--- src/rtl/alu_shift_stage.sv ---
// alu_shift_stage
// Post-ALU stage: captures the ALU result and carry-out, applies an optional
// iterative shift (one bit position per clock), then presents the result and
// the C/Z/N flags under a valid/ready handshake.
//
// Configuration macro: ALU_SHIFT_ROTATE_EN
//   defined   -> shop=11 is rotate-right
//   undefined -> shop=11 is arithmetic shift right (no rotate logic built)

module alu_shift_stage #(
   parameter int WIDTH = 16,
   parameter int CNTW  = 4
) (
   input  logic             clk,
   input  logic             rst,
   input  logic             in_valid,
   output logic             in_ready,
   input  logic [WIDTH-1:0] alu_o,
   input  logic             alu_cout,
   input  logic [1:0]       shop,
   input  logic [CNTW-1:0]  shamt,
   output logic             out_valid,
   input  logic             out_ready,
   output logic [WIDTH-1:0] res,
   output logic             flag_c,
   output logic             flag_z,
   output logic             flag_n,
   output logic             busy
);

   typedef enum logic [1:0] {
      IDLE  = 2'b00,
      SHIFT = 2'b01,
      DONE  = 2'b10
   } state_t;

   localparam logic [1:0] OP_PASS = 2'b00;
   localparam logic [1:0] OP_SLL  = 2'b01;
   localparam logic [1:0] OP_SRL  = 2'b10;
   localparam logic [1:0] OP_SRA  = 2'b11;

   localparam logic [CNTW-1:0] CNT_ZERO = '0;
   localparam logic [CNTW-1:0] CNT_ONE  = {{(CNTW-1){1'b0}}, 1'b1};

   state_t           state;
   logic [WIDTH-1:0] work_q;   // working register, also the visible result
   logic [1:0]       op_q;     // captured shift op
   logic [CNTW-1:0]  count_q;  // remaining shift steps
   logic             carry_q;  // carry flag: alu_cout, then last bit shifted out

   logic [WIDTH-1:0] step_res;
   logic             step_c;

   // One 1-bit shift step of the working register for the captured op.
   always_comb begin
      // NOTE: every output of a combinational block gets a default first so no latch is inferred.
      step_res = work_q;
      step_c   = carry_q;
      case (op_q)
         OP_SLL: begin
            step_res = {work_q[WIDTH-2:0], 1'b0};
            step_c   = work_q[WIDTH-1];
         end
         OP_SRL: begin
            step_res = {1'b0, work_q[WIDTH-1:1]};
            step_c   = work_q[0];
         end
         OP_SRA: begin
`ifdef ALU_SHIFT_ROTATE_EN
            step_res = {work_q[0], work_q[WIDTH-1:1]};
`else
            step_res = {work_q[WIDTH-1], work_q[WIDTH-1:1]};
`endif
            step_c   = work_q[0];
         end
         default: begin
            step_res = work_q;
            step_c   = carry_q;
         end
      endcase
   end

   // Control FSM and datapath registers: accept in IDLE, shift in SHIFT, hold in DONE.
   always_ff @(posedge clk or posedge rst) begin
      if (rst) begin
         // NOTE: sequential state uses non-blocking assignments so every register samples pre-edge values.
         state   <= IDLE;
         work_q  <= '0;
         op_q    <= OP_PASS;
         count_q <= CNT_ZERO;
         carry_q <= 1'b0;
      end else begin
         case (state)
            IDLE: begin
               if (in_valid) begin
                  work_q  <= alu_o;
                  op_q    <= shop;
                  carry_q <= alu_cout;
                  // Pass and zero-amount shifts skip SHIFT entirely so alu_cout is forwarded.
                  if ((shop == OP_PASS) || (shamt == CNT_ZERO)) begin
                     count_q <= CNT_ZERO;
                     state   <= DONE;
                  end else begin
                     count_q <= shamt;
                     state   <= SHIFT;
                  end
               end
            end
            SHIFT: begin
               work_q  <= step_res;
               carry_q <= step_c;
               count_q <= count_q - CNT_ONE;
               if (count_q == CNT_ONE) begin
                  state <= DONE;
               end
            end
            DONE: begin
               // Result registers are untouched here, so they stay stable under backpressure.
               if (out_ready) begin
                  state <= IDLE;
               end
            end
            default: begin
               state <= IDLE;
            end
         endcase
      end
   end

   // Outputs are decoded from state or taken straight from registers; no input-to-output paths.
   assign in_ready  = (state == IDLE);
   assign out_valid = (state == DONE);
   assign busy      = (state == SHIFT);
   assign res       = work_q;
   assign flag_c    = carry_q;
   assign flag_n    = work_q[WIDTH-1];
   // Zero flag is qualified by DONE so it reads 0 out of reset even though work_q is 0.
   assign flag_z    = (state == DONE) && (work_q == '0);

endmodule
--- config.mk ---
export PLATFORM = sky130hd
export DESIGN_NAME = alu_shift_stage
export DESIGN_NICKNAME = d
export VERILOG_FILES = /design/src/rtl/alu_shift_stage.sv
export SDC_FILE = /design/constraint.sdc
export NUM_CORES = 1
export LEC_CHECK = 0
export BUFFER_PORTS_ARGS = -buffer_cell sky130_fd_sc_hd__buf_2
export CAP_MARGIN = 20
export CORE_UTILIZATION = 47
export CTS_CLUSTER_SIZE = 24
export DETAILED_ROUTE_END_ITERATION = 6
export PLACE_DENSITY = 0.79
export SYNTH_ARGS = -nofsm -noshare
export SYNTH_HDL_FRONTEND = slang
export SYNTH_SLANG_ARGS = --single-unit
--- constraint.sdc ---
create_clock -name clk -period 1.62 [get_ports clk]
set_clock_uncertainty 0.15 [all_clocks]
set_input_delay 0.162 -clock clk [delete_from_list [all_inputs] [get_ports clk]]
set_output_delay 0.162 -clock clk [all_outputs]
set_load 0.02 [all_outputs]
Word level (Yosys, flattened, before mapping)
Index checks and enable logic that the tools add are counted.
{"block": "word_totals", "ff_bits": 25, "latch_bits": 0, "ram_bits": 0, "rom_bits": 0, "in_bits": 27, "out_inout_bits": 22, "elab_cells": 48, "n_memories": 0}
{"block": "classes", "n_addsub": 1, "multipliers": 0, "n_div": 0, "order_cmp": 0, "eq_ne": 13, "shifts": 0, "n_mux": 14, "bitwise": 0, "n_reduce_logical": 14}
{"operator": "one-hot mux 16 bit (3 select lines)", "count": 1}
{"operator": "one-hot mux 16 bit (2 select lines)", "count": 1}
{"operator": "zero test 16 bit", "count": 1}
{"operator": "two-way mux 16 bit", "count": 1}
{"operator": "AND reduction 3 bit", "count": 3}
{"operator": "two-way mux 2 bit", "count": 4}
{"operator": "two-way mux 4 bit", "count": 2}
{"operator": "one-hot mux 4 bit (2 select lines)", "count": 1}
{"operator": "equality test 2 bit, second input constant", "count": 3}
{"operator": "one-hot mux 2 bit (3 select lines)", "count": 1}
{"operator": "equality test 2 x 1 -> 1 bit, second input constant", "count": 2}
{"operator": "equality test 4 x 1 -> 1 bit, second input constant", "count": 1}
{"operator": "zero test 2 bit", "count": 2}
{"operator": "zero test 4 bit", "count": 1}
{"operator": "inequality test 2 x 1 -> 1 bit, second input constant", "count": 2}
{"operator": "inequality test 2 bit, second input constant", "count": 2}
{"operator": "inequality test 4 x 1 -> 1 bit, second input constant", "count": 1}
{"operator": "one-hot mux 1 bit (2 select lines)", "count": 2}
{"operator": "AND reduction 2 bit", "count": 2}
{"operator": "AND reduction 4 bit", "count": 1}
{"operator": "subtractor 4 x 1 -> 4 bit, second input constant", "count": 1}
{"operator": "inequality test 3 x 1 -> 1 bit, second input constant", "count": 1}
{"operator": "inequality test 3 x 2 -> 1 bit, second input constant", "count": 1}
{"operator": "nonzero test 2 bit", "count": 1}
{"operator": "4 further kinds", "count": 4}

Longest topological paths before layout
Gate-level depths: netlist (run 1).
{"block": "logic_depth", "word_depth": 5, "ltp_mapped": 5, "ltp_nobuf": 5}

Worst setup path before layout (run 1)
Ideal clock, no wire load.
{"block": "synth_path", "path_kind": "reg2out", "from": "register state[0]", "to": "output flag_z", "t_arrival_ns": 1.436, "required_time_ns": 1.308, "path_slack_ns": -0.128, "path_stages_with_launch": 5, "n_path_buf": 1, "path_cell_list": "dfrtp_1 clkbuf_1 nor2b_1 nand2_1 nor2_1"}
{"block": "synth_via", "elab_chain_len": 2}
{"item": "start, declared", "line_no": "45", "source": "state_t state;"}
{"item": "start signal, assigned", "line_no": "87", "source": "state <= IDLE;"}
{"item": "start signal, assigned", "line_no": "102", "source": "state <= DONE;"}
{"item": "start signal, assigned", "line_no": "105", "source": "state <= SHIFT;"}
{"item": "equality test 2 bit"}
{"item": "net out_valid", "line_no": "22", "source": "output logic out_valid,"}
{"item": "logical AND 1 bit", "line_no": "138", "source": "assign flag_z = (state == DONE) && (work_q == '0);"}
{"item": "end, declared", "line_no": "26", "source": "output logic flag_z,"}
The timed path passes the listed nets, and every way through them passes these cells.

Final worst setup path (run 1)
{"block": "layout_path", "from": "register work_q[15], in the netlist res[15]", "to": "output flag_z"}
{"block": "layout_via", "elab_chain_len": 2}
{"item": "start, declared", "line_no": "46", "source": "logic [WIDTH-1:0] work_q;"}
{"item": "start signal, assigned", "line_no": "96", "source": "work_q <= alu_o;"}
{"item": "start signal, assigned", "line_no": "110", "source": "work_q <= step_res;"}
{"item": "zero test 16 bit", "line_no": "138"}
{"item": "logical AND 1 bit", "line_no": "138"}
No other way between the ends.

==> flow_summary.yaml, run 1 <==
routing:
  totalWireLength_um: 5070
  vias: 1449
  drt_pass1_iterations: 4
  antenna_left: 0
  post-route-drc-count: 0
  wl_per_cell_um: 19.7
  drt_iter0_drc: 81
  via_per_inst: 5.64
worst_setup_path:
  path_class: "reg -> out"
  cp.arrival_ns: 1.58
  r2r_start: "op_q[1]"
  startpoint_type: "flip-flop"
  startpoint: "res[15]"
  ff2ff_path_depth: 4
  critPathRequiredTime_ns: 1.31
  critPathCaptureType: "output pin"
  crit_path_end: "flag_z"
  cp_max_fo: 6
  rrSetupSlack_ns: -0.17
  r2r_end: "res[13]"
power_and_ir_drop:
  peakVddDrop_v: 0.00138
  cellPowerDensity_nw_per_um2: 2550
  power.total_uw: 6240
  leakagePower_uw: 0.00123
cells_and_area:
  final_common_cell: "buf_2"
  drive_above_1_share: 0.654
  num_antenna_cells: 0
  finalNonFillerCells: 257
  area_growth_pct: 45.2
  post-route-util: 0.724
  final_area_sq_um: 2450
  layout_common_cells: "45 x buf_2, 44 x mux2_4, 21 x dfrtp_1, 14 x buf_4"
  num-nets-final: 241
  final.fill_count: 205
sta:
  final_hold_viol_count: 0
  slew_violations: 0
  slew_headroom: 0.768
  rsz0062_at_grt: "true"
  worst_pin_slew_ns: 0.346
  timing.final.ws_setup_ns: -0.267
  setup_viol: 20
  post-route-period-util: 1.17
  fmax_ghz: 0.530
  period_minus_slack_ns: 1.89
grt:
  grt_util_met3: 0.0290
  grt_pass1_wl_um: 6880
  top_usage_layer: "met2"
  grt_max_degree: 26
  antenna_found_initial: 0
  grt_pass1_vias: 1416
  grt_use_total: 0.247
  overflow: 0
  met1_usage: 0.345
  grt_use_met2: 0.383
place:
  numPortBuffers: 48
  placed_area_sq_um: 2080
  gp_congestion: 0.791
  hpwlAfterDp_um: 2880
  placed_cells: 237
die:
  core_sq_um: 3390
  die_x_um: 62.0
  die_y_um: 62.0
  die_area_sq_um: 3840
  row_count: 21
  initial_core_util: 0.499
  floorplan.io_pins: 49
yosys:
  syn_inst: 138
  syn_area_sq_um: 1690
  synth_nets: 167
  yosys.area.top_type: "dfrtp_1"
  yosys-top-cells-area: "dfrtp_1 37%, mux2_4 18%, mux2_1 11%"
  synth_top_area_share: 0.370
  synth.distinct_cells: 34
  synth_seq_cells: 25
  yosysWarnings: 0
  avgSynthCellArea_sq_um: 12.2
  seq_area_frac_synth: 0.370
clock_tree:
  cts_htree_levels: 1
  ctsRootBufferMaster: "clkbuf_4"
  cts.sinks: 25
  cts_tree: "done"
  cts_made_buffers: 3
  cts.path.max_buffers: 2
  insertion_delay_ns: 0.33
  clk_pin_slew_ns: 0.15
run_status:
  violations: "setup timing"
  outcome: "finished with violations"
min_path:
  hp-class: "in -> reg"
run:
  cap_violations: 0
[logic make-up (layout without fill, tap and decap cells)]
kind of cell               count (synthesis)  after routing  synth area share
and+or+nand+nor                           24             24            0.0785
xor gates and xnor gates                   1              1           0.00518
muxes                                     51             51             0.383
DFF                                       25             25             0.370
AOI/OAI and AO/OA                         21             21            0.0940
adders and majority gates                  2              2            0.0148
buffers and inverters                     14             87            0.0540
[cell usage after synthesis]
master,n
mux2i_1,1
inv_1,6
mux2_1,16
mux2_4,20
o21ai_0,4
nand3b_1,1
nor3b_1,1
buf_6,2
a21bo_2,1
or3b_1,1
ha_1,2
nor2b_1,3
xnor2_1,1
o22a_1,3
dfrtp_1,25
a32oi_1,2
buf_4,1
buf_2,3
a21oi_1,4
and2b_4,1
nand3_1,1
o21bai_2,1
mux2_2,14
or3_1,1
clkbuf_1,1
nor2_1,7
a22oi_1,2
a2bb2oi_1,1
o22ai_1,1
a21oi_4,1
o21a_1,1
nand2_1,3
buf_12,1
nor4_1,5
[flip-flops by register name, summed over array words and instances, names as in the netlist]
signal and flops:
count_q 4, res 16, state 2, flag_c 1, op_q 2
[power by group]
group | leakage, uW | switching, uW | internal [uW]
Sequential | 0.000291 | 440 | 968
Clock | 0.0000177 | 205 | 92.7
Combinational | 0.000919 | 1830 | 2710
[metal layers]
metal	vias to the layer above	share of wire
li1	655	-
met1	713	0.46
met2	69	0.48
met3	12	0.045
met4	0	0.023
met5	-	0
[cell type report]
| class | count | area, sq um | share of cell area |
|---|---|---|---|
| Multi-Input combinational cell | 99 | 1100 | 0.450 |
| Sequential cell | 25 | 631 | 0.257 |
| Timing Repair Buffer | 77 | 611 | 0.249 |
| Tap cell | 46 | 57.6 | 0.0235 |
| Clock buffer | 3 | 22.5 | 0.00918 |
| Inverter | 6 | 22.5 | 0.00918 |
| Clock inverter | 1 | 5.00 | 0.00204 |
[critical path, stage by stage, from the launching register on]
cell and delay (ns):
dfrtp_1 0.50, nor4_1 0.38, nand2_1 0.11, nor2_1 0.11, buf_4 0.15
[worst min-delay path by stage]
stage / start / end / slack [ns] / cells past startpoint
after floorplan: rst / count_q[0] / 0.04 / 1
after global placement: rst / count_q[3] / 0.08 / 3
after detailed placement: rst / res[15] / 0.08 / 3
after CTS: alu_cout / flag_c / 0.03 / 3
after global routing: alu_o[4] / res[4] / 0.02 / 3
final: alu_cout / flag_c / 0.03 / 3
[timing repair]
item,in CTS,in global routing
buffers inserted,6,2
pin swaps,0,1
endpoints found under the hold margin,28,0
gates cloned,1,3
endpoints found under the setup margin,20,22
hold buffers,4,0
resized for setup,26,18
[metrics by stage]
stage	setup TNS [ns]	hold slack, ns	setup slack (ns)
6_report	-2.49	0.0321	-0.267
5_1_grt	-3.00	0.0229	-0.401
2_1_floorplan	-0.162	0.0392	-0.0162
3_3_place_gp	-0.0460	0.0786	-0.0117
4_1_cts	-1.25	0.0348	-0.159
3_5_place_dp	-0.489	0.0786	-0.0550
No activity file was read; power rests on OpenSTA's default activity.
==> inputs of run 2 (changes only) <==
==> config.mk (replaced) <==
export PLATFORM = sky130hd
export DESIGN_NAME = alu_shift_stage
export DESIGN_NICKNAME = d
export VERILOG_FILES = /design/src/rtl/alu_shift_stage.sv
export SDC_FILE = /design/constraint.sdc
export NUM_CORES = 1
export LEC_CHECK = 0
export BUFFER_PORTS_ARGS = -buffer_cell sky130_fd_sc_hd__buf_4
export CAP_MARGIN = 20
export CORE_UTILIZATION = 48
export CTS_BUF_LIST = sky130_fd_sc_hd__clkbuf_2 sky130_fd_sc_hd__clkbuf_4 sky130_fd_sc_hd__clkbuf_8
export CTS_CLUSTER_SIZE = 24
export DETAILED_ROUTE_END_ITERATION = 6
export PLACE_DENSITY = 0.81
export SYNTH_ARGS = -nofsm -noshare
export SYNTH_HDL_FRONTEND = slang
export SYNTH_SLANG_ARGS = --single-unit
==> constraint.sdc (replaced) <==
create_clock -name clk -period 1.62 [get_ports clk]
set_clock_uncertainty 0.15 [all_clocks]
set_input_delay 0.162 -clock clk [delete_from_list [all_inputs] [get_ports clk]]
set_output_delay 0.162 -clock clk [all_outputs]
set_load 0.1 [all_outputs]
==> run 2 against run 1 <==
Effect of this change: the run still ends with setup timing left; fmax decreased by 2.2%; sequential cell count unchanged; worst hold slack worse by 0.013 ns; routed wire length grew 25%; first-iteration DRC count shrank 26%.
==> flow_summary.yaml, run 2 (synthesis gave the netlist of run 1 again) <==
worst_setup_path:
  crit_path_cell_trace: "nor4_4, nand3_2, nor2_4, buf_12"
  critPathRequiredTime_ns: 1.31
  critPathMaxStageDelay_ns: 0.54
  critPathCaptureType: "output pin"
  cp.arrival_ns: 1.62
  cp_max_fo: 2
  startpoint_type: "flip-flop"
  slowest_stage: "dfrtp_4"
  path_class: "reg -> out"
die:
  die_x_um: 61.3
  floorplan.io_pins: 49
  core_sq_um: 3360
  die_y_um: 61.3
  initial_core_util: 0.503
  die_area_sq_um: 3760
  row_count: 21
grt:
  antenna_found_initial: 0
  overflow: 0
  grt_max_degree: 26
  grt_use_total: 0.296
  grt_pass1_vias: 1551
  grt_pass1_wl_um: 7910
sta:
  period_minus_slack_ns: 1.93
  worst_pin_slew_ns: 0.456
  rsz0062_at_grt: "true"
  final_hold_viol_count: 0
  tns_ns: -3.55
  slew_headroom: 0.693
  post-route-period-util: 1.19
  slew_violations: 0
  timing.final.ws_setup_ns: -0.310
  setup_viol: 24
  fmax_ghz: 0.518
place:
  hpwlAfterDp_um: 2910
  placed_area_sq_um: 2370
  numPortBuffers: 48
  gp_congestion: 0.878
routing:
  post-route-drc-count: 0
  via_per_inst: 5.82
  antenna_left: 0
  drt_pass1_iterations: 4
  drt_iter0_drc: 60
  wl_per_cell_um: 22.6
  vias: 1623
  totalWireLength_um: 6320
cells_and_area:
  final_common_cell: "buf_4"
  drive_above_1_share: 0.764
  num-nets-final: 263
  area_growth_pct: 76.2
  largest_reg_flops: 16
  layout_common_cells: "53 x buf_4, 44 x mux2_4, 26 x buf_6, 12 x dfrtp_4, 10 x buf_12"
  final.fill_count: 139
  num_antenna_cells: 0
  final_area_sq_um: 2980
run_status:
  outcome: "finished with violations"
  violations: "setup timing"
clock_tree:
  ctsRootBufferMaster: "clkbuf_4"
  cts_made_buffers: 3
  cts_tree: "done"
  clk_pin_slew_ns: 0.15
  cts_htree_levels: 1
  cts.path.max_buffers: 2
  cts.sinks: 25
  insertion_delay_ns: 0.35
run:
  cap_violations: 0
min_path:
  hp-class: "in -> reg"
## run 2: worst paths after layout
check	from	end	slack, ns	depth (start not counted)
max	res[4]	flag_z	-0.31	4
max reg2reg	res[4]	res[5]	-0.19	5
max in group asynchronous	rst	res[8]	0.74	4
min reg2reg	count_q[1]	count_q[1]	0.40	1
min	alu_o[1]	res[1]	0.02	3
min in group asynchronous	rst	res[1]	0.28	4
## run 2: cell type report
| type | instances | area (sq um) | area share |
|---|---|---|---|
| multi-input cells | 100 | 1200 | 0.402 |
| repair buffers | 98 | 996 | 0.334 |
| flip-flops and latches | 25 | 677 | 0.227 |
| well taps | 46 | 57.6 | 0.0193 |
| clock buffers | 4 | 30.0 | 0.0101 |
| inverters | 6 | 22.5 | 0.00756 |
## run 2: per-stage QoR
stage / cells / utilization / hold slack (ns) / setup WS, ns
final: 279 / 0.886 / 0.0188 / -0.310
after global routing: 279 / 0.886 / -0.00749 / -0.409
after CTS: 274 / 0.836 / 0.0183 / -0.262
after detailed placement: 249 / 0.705 / 0.0915 / -0.142
after global placement: 249 / 0.705 / 0.0875 / -0.104
after floorplan: 138 / - / 0.0392 / -0.474
## run 2: critical path: cells and delay by family, from the launching register on
kind | cells | cell delay, ns
flops | 1 | 0.54
buf+inv | 1 | 0.18
simple gates | 3 | 0.54
## run 2: routing by layer
| metal | vias up | global-route usage | wire (um) |
|---|---|---|---|
| met5 | - | 0 | 0 |
| met4 | 0 | 0.114 | 324 |
| met3 | 29 | 0.0693 | 361 |
| met2 | 90 | 0.497 | 3160 |
| met1 | 805 | 0.370 | 2470 |
| li1 | 699 | - | - |
## run 2: repair_timing
action                     in CTS  in global routing
pin swaps                       8                  5
cloned                          2                  0
hold endpoints to repair       28                  4
resized for setup              52                 33
setup endpoints to repair      22                 31
hold buffers                    4                  4
setup buffers                  16                  3
Power of run 2 is not shown: default switching activity piles up to over one toggle a cycle in this logic, so the estimate is an artifact.
==> inputs of run 3 (changes only) <==
--- a/config.mk
+++ b/config.mk
@@ -5,9 +5,10 @@
 export SDC_FILE = /design/constraint.sdc
 export NUM_CORES = 1
 export LEC_CHECK = 0
+export ABC_AREA = 1
 export BUFFER_PORTS_ARGS = -buffer_cell sky130_fd_sc_hd__buf_4
 export CAP_MARGIN = 20
-export CORE_UTILIZATION = 48
+export CORE_UTILIZATION = 47
 export CTS_BUF_LIST = sky130_fd_sc_hd__clkbuf_2 sky130_fd_sc_hd__clkbuf_4 sky130_fd_sc_hd__clkbuf_8
 export CTS_CLUSTER_SIZE = 24
 export DETAILED_ROUTE_END_ITERATION = 6
==> run 3 against run 2 <==
Effect of this change: register-to-register slack better by 0.16 ns; setup slack better by 0.14 ns; via count grew 16%; fmax rose by 7.7%; critical path type unchanged; critical endpoint unchanged; the run ends with hold timing, setup timing left; sequential cell count is the same.
==> flow_summary.yaml, run 3 <==
grt:
  grt_max_degree: 26
  grt_use_total: 0.299
  overflow: 0
  grt_pass1_vias: 1767
  antenna_found_initial: 0
  grt_pass1_wl_um: 7710
sta:
  final_hold_viol_count: 1
  fmax_ghz: 0.558
  whs_ns: -0.000518
  setup_viol: 6
  slew_violations: 0
  slew_headroom: 0.783
  post-route-period-util: 1.11
  tns_ns: -0.252
  worst_pin_slew_ns: 0.325
  rsz0062_at_grt: "true"
  period_minus_slack_ns: 1.79
  timing.final.ws_setup_ns: -0.172
cells_and_area:
  largest_reg_flops: 16
  num-nets-final: 352
  final.fill_count: 235
  post-route-util: 0.776
  drive_above_1_share: 0.311
  final_area_sq_um: 2390
  num_antenna_cells: 0
  area_growth_pct: 56.2
  final_common_cell: "nand2_1"
  layout_common_cells: "110 x nand2_1, 74 x buf_4, 29 x nand3_1, 22 x dfrtp_1, 16 x dlygate4sd3_1"
worst_setup_path:
  startpoint_type: "flip-flop"
  cp_max_fo: 2
  critPathCaptureType: "output pin"
  rrSetupSlack_ns: -0.03
  crit_path_cell_trace: "nor2_2, nand4_1, nor3_4, buf_12"
  critPathMaxStageDelay_ns: 0.42
  worstPathBufferInverterCount: 1
  critPathRequiredTime_ns: 1.31
  path_class: "reg -> out"
  cp.arrival_ns: 1.48
  r2r_start: "state[0]"
  slowest_stage: "dfrtp_1"
  ff2ff_path_depth: 7
  critPathTopFamily: "simple AND/OR/NAND/NOR gates"
  r2r_end: "res[3]"
min_path:
  min-delay-start: "alu_o[10]"
  hold_path_depth: 5
  hp-class: "in -> reg"
  min_to: "res[10]"
yosys:
  synth.most_common_cell: "nand2_1"
  syn_area_sq_um: 1530
  avgSynthCellArea_sq_um: 6.57
  yosys-top-cells-area: "dfrtp_1 41%, nand2_1 27%, nand3_1 9.8%"
  seq_area_frac_synth: 0.409
  yosysWarnings: 0
  synth_seq_cells: 25
  syn_inst: 233
  yosys.area.top_type: "dfrtp_1"
  synth_ff_type: "dfrtp_1"
  async_flop_share: 1.00
  synth_nets: 262
  synth_top_area_share: 0.409
  synth_common_cells: "110 x nand2_1, 30 x nand3_1, 25 x dfrtp_1"
  synth_edf_count: 0
  synth.distinct_cells: 22
clock_tree:
  clk_pin_slew_ns: 0.14
  insertion_delay_ns: 0.32
  ctsRootBufferMaster: "clkbuf_4"
  cts_htree_levels: 1
  cts_made_buffers: 3
  cts_tree: "done"
  cts.path.max_buffers: 2
  cts.sinks: 25
die:
  initial_core_util: 0.497
  die_y_um: 59.1
  core_sq_um: 3080
  row_count: 20
  die_x_um: 59.1
  floorplan.io_pins: 49
  die_area_sq_um: 3490
run_status:
  violations: "hold timing, setup timing"
  outcome: "finished with violations"
routing:
  via_per_inst: 5.16
  drt_iter0_drc: 138
  wl_per_cell_um: 13.4
  post-route-drc-count: 0
  vias: 1888
  totalWireLength_um: 4900
  antenna_left: 0
  drt_pass1_iterations: 4
place:
  numPortBuffers: 48
  hpwlAfterDp_um: 3160
  gp_congestion: 0.863
  placed_area_sq_um: 2070
run:
  cap_violations: 0
-- run 3: cell count changes after synthesis, sizes merged, moves of 3 or more --
| cell | delta |
|---|---|
| nor4 | -5 |
| o21ai | +6 |
| a21oi | -3 |
| mux2 | -50 |
| inv | +9 |
| nand2 | +110 |
| nand3 | +29 |
| nor2b | -3 |
| o22a | -3 |
| nor2 | +15 |
| nor3 | +3 |
-- run 3: stage by stage --
stage | std cells | setup slack (ns)
CTS | 362 | -0.124
global placement | 336 | 0.118
finish | 366 | -0.172
detailed placement | 336 | 0.0846
floorplan | 233 | -0.664
global route | 366 | -0.232
-- run 3: repair_timing --
action	4_1_cts	5_1_grt
endpoints found under the hold margin	40	0
endpoints found under the setup margin	2	19
buffers inserted	6	4
resized for setup	12	4
pin swaps	2	1
gates cloned	0	0
hold buffers	16	0
-- run 3: cell type report --
class,count,area [sq um],area share
tap,44,55.1,0.0230
multi-input combinational,185,843,0.353
inverter,15,56.3,0.0236
clock buffer,4,30.0,0.0126
sequential,25,629,0.263
timing repair buffer,93,776,0.325
-- run 3: per-layer routing --
layer	up-vias	part of all wire	track usage	wire (um)
met5	-	0	0	0
met1	856	0.39	0.379	1940
li1	910	-	-	-
met2	108	0.49	0.502	2410
met4	0	0.022	0.143	106
met3	14	0.092	0.0415	450
-- run 3: cells by family (layout without fill, tap and decap cells) --
logic type | count (synthesis) | in the layout | share of synthesized area
DFF | 25 | 25 | 0.409
adders and majority gates | 2 | 2 | 0.0164
AOI/OAI and AO/OA | 13 | 13 | 0.0442
buffers and inverters | 23 | 112 | 0.0687
and+or+nand+nor | 170 | 170 | 0.462
-- run 3: worst max-delay path by stage --
| stage | slack (ns) | to | cells after the start | from |
|---|---|---|---|---|
| floorplan | -0.66 | flag_z | 4 | state[1] |
| global placement | 0.12 | flag_z | 5 | state[1] |
| detailed placement | 0.08 | flag_z | 5 | state[1] |
| CTS | -0.12 | flag_z | 4 | res[2] |
| global route | -0.23 | flag_z | 4 | res[0] |
| finish | -0.17 | flag_z | 4 | res[10] |
-- run 3: worst reg2reg max path, cell delays in order, from the launching register on --
cell and delay [ns]:
dfrtp_2 0.46, buf_4 0.17, o21ai_1 0.23, inv_2 0.13
nand2_4 0.10, inv_2 0.13, nand2_1 0.12, nand2_1 0.06
Power of run 3 is left out for the same reason.
